**config.mk**
```make
export PLATFORM = sky130hd
export DESIGN_NAME = ifu_fetch_bus
export DESIGN_NICKNAME = d
export VERILOG_FILES = /design/src/rtl/ifu_fetch_bus_pkg.sv /design/src/rtl/ifu_fetch_bus.sv
export SDC_FILE = /design/constraint.sdc
export NUM_CORES = 1
export LEC_CHECK = 0
export BUFFER_PORTS_ARGS = -buffer_cell sky130_fd_sc_hd__buf_4
export CAP_MARGIN = 10
export CORE_ASPECT_RATIO = 1.4
export CORE_MARGIN = 10
export CORE_UTILIZATION = 40
export DETAILED_ROUTE_END_ITERATION = 16
export GPL_TIMING_DRIVEN = 0
export REMOVE_ABC_BUFFERS = 1
export SYNTH_ARGS = -nofsm -noshare
export SYNTH_HDL_FRONTEND = slang
export SYNTH_SLANG_ARGS = --single-unit
```
**constraint.sdc**
```tcl
create_clock -name clk -period 3.25 [get_ports clk]
set_input_delay 0.325 -clock clk [delete_from_list [all_inputs] [get_ports clk]]
set_output_delay 0.325 -clock clk [all_outputs]
set_load 0.01 [all_outputs]
```
**src/rtl/ifu_fetch_bus_pkg.sv**
```systemverilog
// Shared definitions for the instruction-fetch bus master: FSM encodings,
// AXI response codes and the default reset PC.
package ifu_fetch_bus_pkg;

    typedef enum logic [1:0] {
        ST_START = 2'd0,
        ST_AR    = 2'd1,
        ST_R     = 2'd2,
        ST_HOLD  = 2'd3
    } fetch_state_e;

    localparam logic [1:0]  AXI_RESP_OKAY    = 2'b00;
    localparam logic [31:0] INST_NOP         = 32'h0000_0013;
    localparam logic [31:0] DEFAULT_RESET_PC = 32'h8000_0000;

    function automatic logic [31:0] align_pc(input logic [31:0] addr);
        return {addr[31:2], 2'b00};
    endfunction

endpackage

```
**src/rtl/ifu_fetch_bus.sv**
```systemverilog
// Instruction-fetch master: one AXI4-Lite read per instruction, handed to decode
// over valid/ready. Optional access-fault reporting under CONFIG_IFU_ACCESS_FAULT_EN.
module ifu_fetch_bus
    import ifu_fetch_bus_pkg::*;
#(
    parameter logic [31:0] RESET_PC = DEFAULT_RESET_PC
) (
    input  logic        clk,
    input  logic        rst,
    input  logic        redirect_valid,
    input  logic [31:0] redirect_pc,
    output logic [31:0] araddr,
    output logic        arvalid,
    input  logic        arready,
    input  logic [31:0] rdata,
    input  logic [1:0]  rresp,
    input  logic        rvalid,
    output logic        rready,
    output logic [31:0] instF,
    output logic [31:0] pcF,
    output logic [31:0] snpcF,
    output logic        m_valid,
    input  logic        m_ready
`ifdef CONFIG_IFU_ACCESS_FAULT_EN
    ,
    output logic        fault_F
`endif
);

    fetch_state_e state_q, state_d;
    logic [31:0]  pc_q, pc_d;
    logic [31:0]  pc_next_q, pc_next_d;
    logic         kill_q, kill_d;
    logic [31:0]  inst_q, inst_d;
    logic [31:0]  pcf_q, pcf_d;
    logic [31:0]  snpcf_q, snpcf_d;
    logic         fault_q, fault_d;
    logic         resp_err;
    logic [31:0]  redir_aligned;

    assign redir_aligned = align_pc(redirect_pc);

`ifdef CONFIG_IFU_ACCESS_FAULT_EN
    assign resp_err = (rresp != AXI_RESP_OKAY);
    assign fault_F  = fault_q;
`else
    logic unused_rresp;
    assign unused_rresp = ^rresp;
    assign resp_err     = 1'b0;
`endif

    always_ff @(posedge clk or negedge rst) begin
        if (!rst) begin
            state_q   <= ST_START;
            pc_q      <= RESET_PC;
            pc_next_q <= RESET_PC;
            kill_q    <= 1'b0;
            inst_q    <= 32'h0;
            pcf_q     <= RESET_PC;
            snpcf_q   <= RESET_PC + 32'd4;
            fault_q   <= 1'b0;
        end else begin
            state_q   <= state_d;
            pc_q      <= pc_d;
            pc_next_q <= pc_next_d;
            kill_q    <= kill_d;
            inst_q    <= inst_d;
            pcf_q     <= pcf_d;
            snpcf_q   <= snpcf_d;
            fault_q   <= fault_d;
        end
    end

    always_comb begin
        state_d   = state_q;
        pc_d      = pc_q;
        pc_next_d = pc_next_q;
        kill_d    = kill_q;
        inst_d    = inst_q;
        pcf_d     = pcf_q;
        snpcf_d   = snpcf_q;
        fault_d   = fault_q;
        arvalid   = 1'b0;
        rready    = 1'b0;
        m_valid   = 1'b0;

        unique case (state_q)
            ST_START: begin
                if (redirect_valid) pc_d = redir_aligned;
                state_d = ST_AR;
            end
            ST_AR: begin
                arvalid = 1'b1;
                // araddr must stay put until the handshake, so a redirect is parked.
                if (redirect_valid) begin
                    kill_d    = 1'b1;
                    pc_next_d = redir_aligned;
                end
                if (arready) state_d = ST_R;
            end
            ST_R: begin
                rready = 1'b1;
                if (redirect_valid) begin
                    kill_d    = 1'b1;
                    pc_next_d = redir_aligned;
                end
                if (rvalid) begin
                    if (kill_q || redirect_valid) begin
                        pc_d    = redirect_valid ? redir_aligned : pc_next_q;
                        kill_d  = 1'b0;
                        state_d = ST_AR;
                    end else begin
                        inst_d  = resp_err ? INST_NOP : rdata;
                        fault_d = resp_err;
                        pcf_d   = pc_q;
                        snpcf_d = pc_q + 32'd4;
                        state_d = ST_HOLD;
                    end
                end
            end
            ST_HOLD: begin
                m_valid = 1'b1;
                // A redirect wins over the sequential PC even if decode accepts.
                if (redirect_valid) begin
                    pc_d    = redir_aligned;
                    state_d = ST_AR;
                end else if (m_ready) begin
                    pc_d    = snpcf_q;
                    state_d = ST_AR;
                end
            end
            default: state_d = ST_START;
        endcase
    end

    assign araddr = pc_q;
    assign instF  = inst_q;
    assign pcF    = pcf_q;
    assign snpcF  = snpcf_q;

endmodule

```
Word-level counts from Yosys, hierarchy flattened
Index checks and enable logic that the tools add are counted.

Register bits after elaboration: 163. Bits of input ports: 72. Logic and storage cells: 45.

$add $sub $neg: 1. Equality and inequality tests: 8. Muxes and demuxes: 20. Bitwise logic cells: 1. Reduce and logical (&&, ||, !) cells: 8.

Operators by type and width (number): 32-bit two-way mux (6); 32-bit one-hot mux with 3 select lines (1); 32-bit by 3-bit adder with 32-bit output, second input constant (1); 2-bit two-way mux (5); 2-bit inequality test, second input constant (4); 2-bit one-hot mux with 4 select lines (1); 1-bit two-way mux (6); 3-bit AND reduction (2); 5-bit AND reduction (1); 2-bit equality test, second input constant (2); 3-bit inequality test, second input constant (1); 3-bit nonzero test (1); 2-bit by 1-bit equality test with 1-bit output, second input constant (1); 2-bit logical NOT (1); 1-bit one-hot mux with 2 select lines (1); 2-bit nonzero test (1); 2-bit OR reduction (1); 1-bit logical OR (1); 1-bit inverter (1).

Depth between registers and ports, before layout
Gate-level depths: netlist of the first run.

Depth after elaboration: 4. Gate-level depth with buffers: 9.

Worst setup path before layout of the first run
OpenSTA, ideal clock, no wires.

Path type: reg-to-reg. Start point: register state_q[0]. End point: register pc_q[10] (netlist: araddr[10]). Library setup time: 125 ps. Data arrival time: 2136 ps. Slack: 989 ps. Stages on the path, launching flop included: 9. Path buffers: 3. Path through: dfrtp_1 > ha_1 > buf_2 > inv_1 > o32ai_1 > or4_1 > clkbuf_1 > buf_2 > mux2_2.

Cells in the longest elaborated chain, start to end: 3.

Ends and longest elaborated chain: from (decl) (line ifu_fetch_bus.sv:30) `fetch_state_e state_q, state_d;`; from (signal assigned) (line ifu_fetch_bus.sv:63) `state_q <= state_d;`; 2-bit equality test / 2-bit logical NOT (equally long branches) (line ifu_fetch_bus.sv:87) `unique case (state_q)`; 3-bit inequality test (no line), or another cell as far along; 5-bit AND reduction (no line); to (signal assigned) (line ifu_fetch_bus.sv:64) `pc_q <= pc_d;`; to (decl) (line ifu_fetch_bus.sv:31) `logic [31:0] pc_q, pc_d;`.

Parallel ways exist; a longest one is shown, timed or not. A chain may end at the register's enable or synchronous reset.

Final worst setup path of the first run
Same ends and word-level chain as after synthesis.

==> results of run 1 <==
==> layout by cell type (no fill, tap or decap), types with 6 or more instances in the layout <==
| cell | instances |
|---|---|
| nand4_1 | 6 |
| nor2_1 | 19 |
| buf_4 | 197 |
| mux2_2 | 58 |
| dfrtp_1 | 156 |
| a31oi_1 | 17 |
| clkbuf_16 | 17 |
| xnor2_1 | 10 |
| inv_1 | 10 |
| nand3_1 | 10 |
| or3_1 | 8 |
| a22oi_1 | 30 |
| o21ai_0 | 54 |
| nand2_1 | 236 |
| a21oi_1 | 8 |
==> per-stage QoR <==
stage	utilization	hold WS [ns]	setup slack, ns
after floorplan	-	0.02941	0.1865
after global placement	0.4921	0.4474	-1.265
after detailed placement	0.5010	0.2649	0.1879
after CTS	0.5374	0.06626	0.1673
after global routing	0.5380	0.07274	0.02730
final	0.5380	0.07788	0.2529
==> path summary, 6_finish.rpt <==
check | depth (start not counted) | slack [ns] | startpoint | to
max reg2reg | 7 | 0.25 | state_q[0]$_DFFE_PN0P_ | araddr[10]$_DFFE_PN0P_
min reg2reg | 2 | 0.46 | pcF[31]$_DFFE_PN1P_ | pcF[31]$_DFFE_PN1P_
min in group asynchronous | 2 | 0.39 | rst | pcF[0]$_DFFE_PN0P_
max | 7 | 0.25 | state_q[0]$_DFFE_PN0P_ | araddr[10]$_DFFE_PN0P_
max in group asynchronous | 3 | 1.92 | rst | araddr[22]$_DFFE_PN0P_
min | 3 | 0.08 | rdata[13] | instF[13]$_DFFE_PN0P_
==> worst min-delay path, cell delays in order <==
cell	delay (ns)
buf_4	0.07
nand2_1	0.04
nand2_1	0.04
==> report_power, final <==
group          switching (W)  internal (W)
sequential          0.000765       0.00281
combinational        0.00153       0.00168
clock               0.000837       0.00137
total                0.00314       0.00585
==> flip-flops by register name (all words and copies together), names as in the netlist <==
signal and count:
state_q 2, pc_next_q 32, snpcF 30, instF 32
kill_q 1, pcF 32, araddr 32
==> final cells by class <==
class,instances,share of cell area
clock inverters,12,0.02128
well taps,240,0.03114
inverters,10,0.003893
repair buffers,204,0.1687
multi-input cells,515,0.3113
flip-flops and latches,161,0.4185
clock buffers,20,0.04528
==> repair_timing <==
item | in CTS | in global routing
hold buffers | 1 | 0
endpoints found under the hold margin | 46 | 0
setup buffers | 0 | 0
gates resized for setup | 0 | 1
endpoints found under the setup margin | 0 | 19
==> cell families (layout without fill, tap and decap cells) <==
logic type,Yosys count,after routing,share of synthesized area
AND/OR/NAND/NOR,312,312,0.1829
flip-flops,161,161,0.5569
AO/OA/AOI/OAI,120,120,0.1010
multiplexers,63,63,0.09705
buffers and inverters,60,246,0.03436
XOR/XNOR,13,13,0.01571
adder cells (fa/ha/maj),7,7,0.01209
==> metal layers <==
metal	global-route usage	vias to the layer above	share of wire
li1	-	2848	-
met1	0.2115	2903	0.41
met2	0.3113	157	0.52
met3	0.04964	18	0.054
met4	0.05091	0	0.013
met5	0	-	0
==> metrics, run 1 <==
status=complete, no violations; critical path type=reg2reg; Worst Tran Pin Value=1.013 ns; Pwr Total=0.008990 W; Final Cell Area=9643 sq um; post-synth top area cell=dfrtp_1; slowest stage cell, crit path=ha_2; Yosys top cell area share=0.5388; area of the multi-input gates=3002 sq um; critical path cell sequence=inv_1, ha_2, inv_1, o32ai_1, or4_2, buf_12, mux2_2; yosys warns=0; all-layer global routing usage=0.1789; hpwl dp=14.18 mm; DR pass1 iterations=5; Worst-Skew Late Latency=0.43 ns; leakage power=4.731 nW; ys async rst share=1.000; Slew HR=0.3228; Slew Limit Fails=0; CP most frequent cell=inv_1; ranking of synthesized cells by area=dfrtp_1 (54%), nand2_1 (12%), mux2_2 (9.0%); Seq/Total Area, Yosys=0.5569; Fin. Hold Viols=0; Clock transition at path regs=0.07 ns; Post-synth EDFFs=0; IO Count=203; setup TNS=0 ns; cell count after synthesis=736; detailed-route DRC error count=0; TritonCTS clock tree=done; drt wl/cell=18.46 microns; post-synthesis area per instance=9.845 sq um; Worst Setup Start Kind=flop; global-route wire length before repair=33.88 mm; DRT iter0 DRCs=270; chip width=133.8 microns; IO buf count=198; Rows=58; Power Density=932.3 nW/um^2; RePlAce Congestion=0.7457; cts bufs inserted=17; FMAX=0.3337 GHz; number of global-route vias before repair=5955; top-count cell post-synth=nand2_1; area grow syn2layout=33.09%; crit path max fanout=35; Clock Tree Buf Depth=2; Period minus WS final=2.997 ns; GRT overflow=0; Sinks on Clock Net=161; Initial Util=0.4042; Nets=988; Required @ worst endpoint=3.56 ns; maximum VDD drop=0.5089 mV; HP Class=in2reg; Placed Cells=1129; Via density=5.100; Mapped Area=7246 sq um; Filler cells=1637; initial antenna violation count=0; die height=179.2 microns; Final ANT Viol Nets=0; via count=5926; period utilisation layout=0.9222; MaxCap Viol Count=0; clock root buffer=clkbuf_16; final setup fails=0; top cells by count, synth=nand2_1 (238), dfrtp_1 (156), mux2_2 (58), o21ai_0 (54), clkbuf_1 (33); Post-synth top flop=dfrtp_1; maximum number of pins on one net before global-route repair=112; Buf/Inv on CP=3; layout cells sized above 1=0.3319; Synth Register Bits=161; DIE AREA=23970 sq um; Setup Skew=0.01038 ns; fin cells=1162; diode count=0; CTS H-tree depth=4; worst stage delay on the critical path=0.84 ns; Seq. cell area=4035 sq um; Cell Area, Placed=8981 sq um; crit path capture type=flop; RSZ-0062 raised after global routing=false; delay-heaviest family, CP=adder cells; WL final=21.46 mm; post-synth cell types=38; worst endpoint data arrival time=3.31 ns; Core ar.=17920 sq um
No activity file was read; power rests on OpenSTA's default activity.
==> run 2, diff against run 1 <==
--- a/config.mk
+++ b/config.mk
@@ -12,6 +12,7 @@
 export CORE_UTILIZATION = 40
 export DETAILED_ROUTE_END_ITERATION = 16
 export GPL_TIMING_DRIVEN = 0
+export MAX_ROUTING_LAYER = met4
 export REMOVE_ABC_BUFFERS = 1
 export SYNTH_ARGS = -nofsm -noshare
 export SYNTH_HDL_FRONTEND = slang
==> metrics, run 2 (synthesized netlist as in run 1, its figures left out) <==
DRT iter0 DRCs=266; Sinks on Clock Net=161; crit path max fanout=35; Final ANT Viol Nets=0; post-CTS setup buffer count=0; CTS H-tree depth=4; status=complete, no violations; fin cells=1162; number of global-route vias before repair=5955; Worst Setup Start Kind=flop; Power Density=932.6 nW/um^2; post-layout util=0.5380; final setup fails=0; WL final=21.46 mm; pre-CTS setup slack=0.1879 ns; die height=179.2 microns; TritonCTS clock tree=done; diode count=0; maximum VDD drop=0.5079 mV; maximum number of pins on one net before global-route repair=112; hpwl dp=14.18 mm; leakage power=4.731 nW; Nets=988; drt wl/cell=18.47 microns; IO Count=203; GR Util met1=0.2141; Slew HR=0.3340; chip width=133.8 microns; Setup Skew=0.007487 ns; DR pass1 iterations=4; GRT overflow=0; global-route wire length before repair=33.81 mm; Via density=5.071; crit path capture type=flop; RePlAce Congestion=0.7551; critical path type=reg2reg; worst endpoint data arrival time=3.31 ns; cts bufs inserted=17; Initial Util=0.4042; Rows=58; Core ar.=17920 sq um; all-layer global routing usage=0.1837; Worst-Skew Late Latency=0.43 ns; FMAX=0.3333 GHz; met3 usage=0.04375; RSZ-0062 raised after global routing=false; Fin. Hold Viols=0; IO buf count=198; commonest cells after routing, fill and taps aside=nand2_1 (236), buf_4 (197), dfrtp_1 (156); HP Class=in2reg; Final Worst Setup Slack=0.2498 ns; initial antenna violation count=0; Filler cells=1637; via count=5892; setup TNS=0 ns; Slew Limit Fails=0; grt peak-use layer=met2; commonest non-fill, non-tap cell in the layout=nand2_1; DIE AREA=23970 sq um; detailed-route DRC error count=0; Period minus WS final=3.000 ns; layout cells sized above 1=0.3319; period utilisation layout=0.9231; Placed Cells=1129; MaxCap Viol Count=0; Clock Tree Buf Depth=2; Clock transition at path regs=0.07 ns; Worst Tran Pin Value=0.9964 ns; clock root buffer=clkbuf_16; area grow syn2layout=33.09%; Required @ worst endpoint=3.56 ns; global-route track usage on met2=0.3115
run 2: cell counts in the layout (fill, tap and decap cells not counted):
No cell type changed its count.
run 2: what timing repair did:
item / CTS / global route
hold endpoints to repair: 46 / 0
gates resized for setup: 0 / 1
endpoints found under the setup margin: 0 / 19
hold buffers: 1 / 0
run 2: worst max-delay path, stage by stage (launching register included):
cell	delay (ns)
dfrtp_1	0.45
inv_1	0.14
ha_2	0.84
inv_1	0.09
o32ai_1	0.29
or4_2	0.44
buf_12	0.24
mux2_2	0.35
run 2: area by class of cell:
cell class                      instances  area, sq um  share of cell area
Clock inverter                         12        205.2             0.02128
Sequential cell                       161         4035              0.4185
Timing Repair Buffer                  204         1627              0.1687
Clock buffer                           20        436.7             0.04528
Multi-Input combinational cell        515         3002              0.3113
Inverter                               10        37.54            0.003893
Tap cell                              240        300.3             0.03114
run 2: power breakdown:
| part | internal [W] | switching, W | leakage (nW) | total (W) |
|---|---|---|---|---|
| Combinational | 0.00168 | 0.00153 | 2.36 | 0.00321 |
| Sequential | 0.00281 | 0.000765 | 2.06 | 0.00357 |
| Clock | 0.00137 | 0.000840 | 0.306 | 0.00221 |
| Total | 0.00586 | 0.00314 | 4.73 | 0.00899 |
run 2: routing by layer:
metal / vias up / routed length, microns
li1: 2843 / -
met1: 2896 / 8931
met2: 137 / 11310
met3: 16 / 975
met4: 0 / 244
met5: - / 0
run 2: final timing paths:
check                                            end                    from  slack, ns  cells after the start
max                           araddr[10]$_DFFE_PN0P_  state_q[0]$_DFFE_PN0P_       0.25                      7
min                            instF[13]$_DFFE_PN0P_               rdata[13]       0.08                      3
max reg2reg                   araddr[10]$_DFFE_PN0P_  state_q[0]$_DFFE_PN0P_       0.25                      7
min reg2reg                      pcF[31]$_DFFE_PN1P_     pcF[31]$_DFFE_PN1P_       0.46                      2
max in group asynchronous  pc_next_q[20]$_DFFE_PN0P_                     rst       1.94                      3
min in group asynchronous         pcF[0]$_DFFE_PN0P_                     rst       0.40                      2
run 2: metrics by stage:
stage / hold slack (ns) / total power [W] / area (sq um)
2_1_floorplan: 0.02941 / 0.005114 / 7034
3_5_place_dp: 0.2649 / 0.006872 / 8981
4_1_cts: 0.06626 / 0.009106 / 9633
3_3_place_gp: 0.4474 / 0.006764 / 8821
5_1_grt: 0.07417 / 0.009596 / 9643
6_report: 0.08223 / 0.008993 / 9643
==> run 3, diff against run 2 <==
--- a/config.mk
+++ b/config.mk
@@ -7,12 +7,15 @@
 export LEC_CHECK = 0
 export BUFFER_PORTS_ARGS = -buffer_cell sky130_fd_sc_hd__buf_4
 export CAP_MARGIN = 10
+export CELL_PAD_IN_SITES_DETAIL_PLACEMENT = 0
+export CELL_PAD_IN_SITES_GLOBAL_PLACEMENT = 1
 export CORE_ASPECT_RATIO = 1.4
 export CORE_MARGIN = 10
-export CORE_UTILIZATION = 40
+export CORE_UTILIZATION = 25
 export DETAILED_ROUTE_END_ITERATION = 16
 export GPL_TIMING_DRIVEN = 0
 export MAX_ROUTING_LAYER = met4
+export PLACE_DENSITY_LB_ADDON = 0.1
 export REMOVE_ABC_BUFFERS = 1
 export SYNTH_ARGS = -nofsm -noshare
 export SYNTH_HDL_FRONTEND = slang
==> metrics, run 3 (synthesized netlist as in run 1, its figures left out) <==
Placed Cells=1267; Sinks on Clock Net=161; diode count=0; crit path capture type=flop; post-layout util=0.3452; IO buf count=198; all-layer global routing usage=0.1421; Initial Util=0.2543; Fin. Hold Viols=0; DR pass1 iterations=4; CTS H-tree depth=4; GRT overflow=0; crit path max fanout=18; commonest cells after routing, fill and taps aside=nand2_1 (236), buf_4 (197), dfrtp_1 (156); critical path type=reg2reg; cts bufs inserted=17; pre-CTS setup slack=0.1676 ns; period utilisation layout=0.9321; final setup fails=0; HP Class=in2reg; Clock Tree Buf Depth=2; maximum number of pins on one net before global-route repair=91; die height=221.4 microns; slowest stage cell, crit path=ha_2; WL final=24.92 mm; Worst Setup Start Kind=flop; chip width=163.9 microns; detailed-route DRC error count=0; IO Count=203; Seq. cell area=4035 sq um; via count=5874; critical path cell sequence=ha_2, inv_1, o32ai_1, or4_2, buf_12, mux2_2; post-CTS setup buffer count=0; status=complete, no violations; DIE AREA=36290 sq um; worst endpoint data arrival time=3.34 ns; Rows=73; leakage power=4.748 nW; Pwr Total=0.009018 W; TritonCTS clock tree=done; area grow syn2layout=35.78%; FMAX=0.3301 GHz; Clock transition at path regs=0.07 ns; Filler cells=3027; Setup Skew=0.01126 ns; number of global-route vias before repair=6155; hpwl dp=16.70 mm; Required @ worst endpoint=3.56 ns; initial antenna violation count=0; Period minus WS final=3.029 ns; Nets=991; Via density=4.518; fin cells=1300; MaxCap Viol Count=0; layout cells sized above 1=0.3341; Slew Limit Fails=0; worst stage delay on the critical path=0.65 ns; drt wl/cell=19.17 microns; Final Worst Setup Slack=0.2208 ns; hold_ws=0.07806 ns; RePlAce Congestion=0.7093; Core ar.=28500 sq um; clock root buffer=clkbuf_16; Slew HR=0.5052; global-route wire length before repair=38.67 mm; maximum VDD drop=0.3692 mV; Final ANT Viol Nets=0; commonest non-fill, non-tap cell in the layout=nand2_1; area of the multi-input gates=2992 sq um; RSZ-0062 raised after global routing=false; Power Density=916.6 nW/um^2; DRT iter0 DRCs=304; Worst-Skew Late Latency=0.43 ns; Worst Tran Pin Value=0.7422 ns
==> run 3: power by group <==
| group | internal [W] | switching [W] |
|---|---|---|
| logic | 0.00171 | 0.00159 |
| clock network | 0.00127 | 0.000855 |
| registers | 0.00281 | 0.000784 |
==> run 3: path summary, 6_finish.rpt <==
kind	startpoint	to	slack, ns	depth (start not counted)
worst max register to register	state_q[0]$_DFFE_PN0P_	araddr[11]$_DFFE_PN0P_	0.22	6
worst max-delay path	state_q[0]$_DFFE_PN0P_	araddr[11]$_DFFE_PN0P_	0.22	6
worst min register to register	pcF[31]$_DFFE_PN1P_	pcF[31]$_DFFE_PN1P_	0.47	2
max in group asynchronous	rst	pcF[10]$_DFFE_PN0P_	1.89	3
worst min-delay path	rdata[19]	instF[19]$_DFFE_PN0P_	0.08	3
min in group asynchronous	rst	instF[29]$_DFFE_PN0P_	0.49	2
==> run 3: final cells by class <==
type	count	share of cell area
tap	375	0.04769
sequential	161	0.4101
timing repair buffer	207	0.1722
multi-input combinational	515	0.3041
clock buffer	23	0.04858
clock inverter	9	0.01348
inverter	10	0.003815
==> run 3: through the flow <==
stage	area, sq um	setup TNS [ns]
floorplan	7034	0
global placement	8990	-184.08
detailed placement	9218	0
CTS	9838	0
global route	9838	0
finish	9838	0
==> run 3: per-layer routing <==
layer	up-vias	routed length, microns	GRT usage
met4	0	260	0.03803
li1	2853	-	-
met2	137	12540	0.2335
met5	-	0	-
met3	14	1271	0.03549
met1	2870	10840	0.1694
==> run 3: worst max-delay path: cells and delay by family, from the launching register on <==
family                     cells  cell delay, ns
AOI/OAI and AO/OA              1            0.53
adders and majority gates      1            0.65
buffers and inverters          2            0.34
DFF                            1            0.44
muxes                          1            0.35
and+or+nand+nor                1            0.58
==> run 3: what timing repair did <==
item / CTS / global route
hold endpoints to repair: 84 / 0
resized for setup: 0 / 0
setup endpoints to repair: 0 / 0
hold buffers: 1 / 0
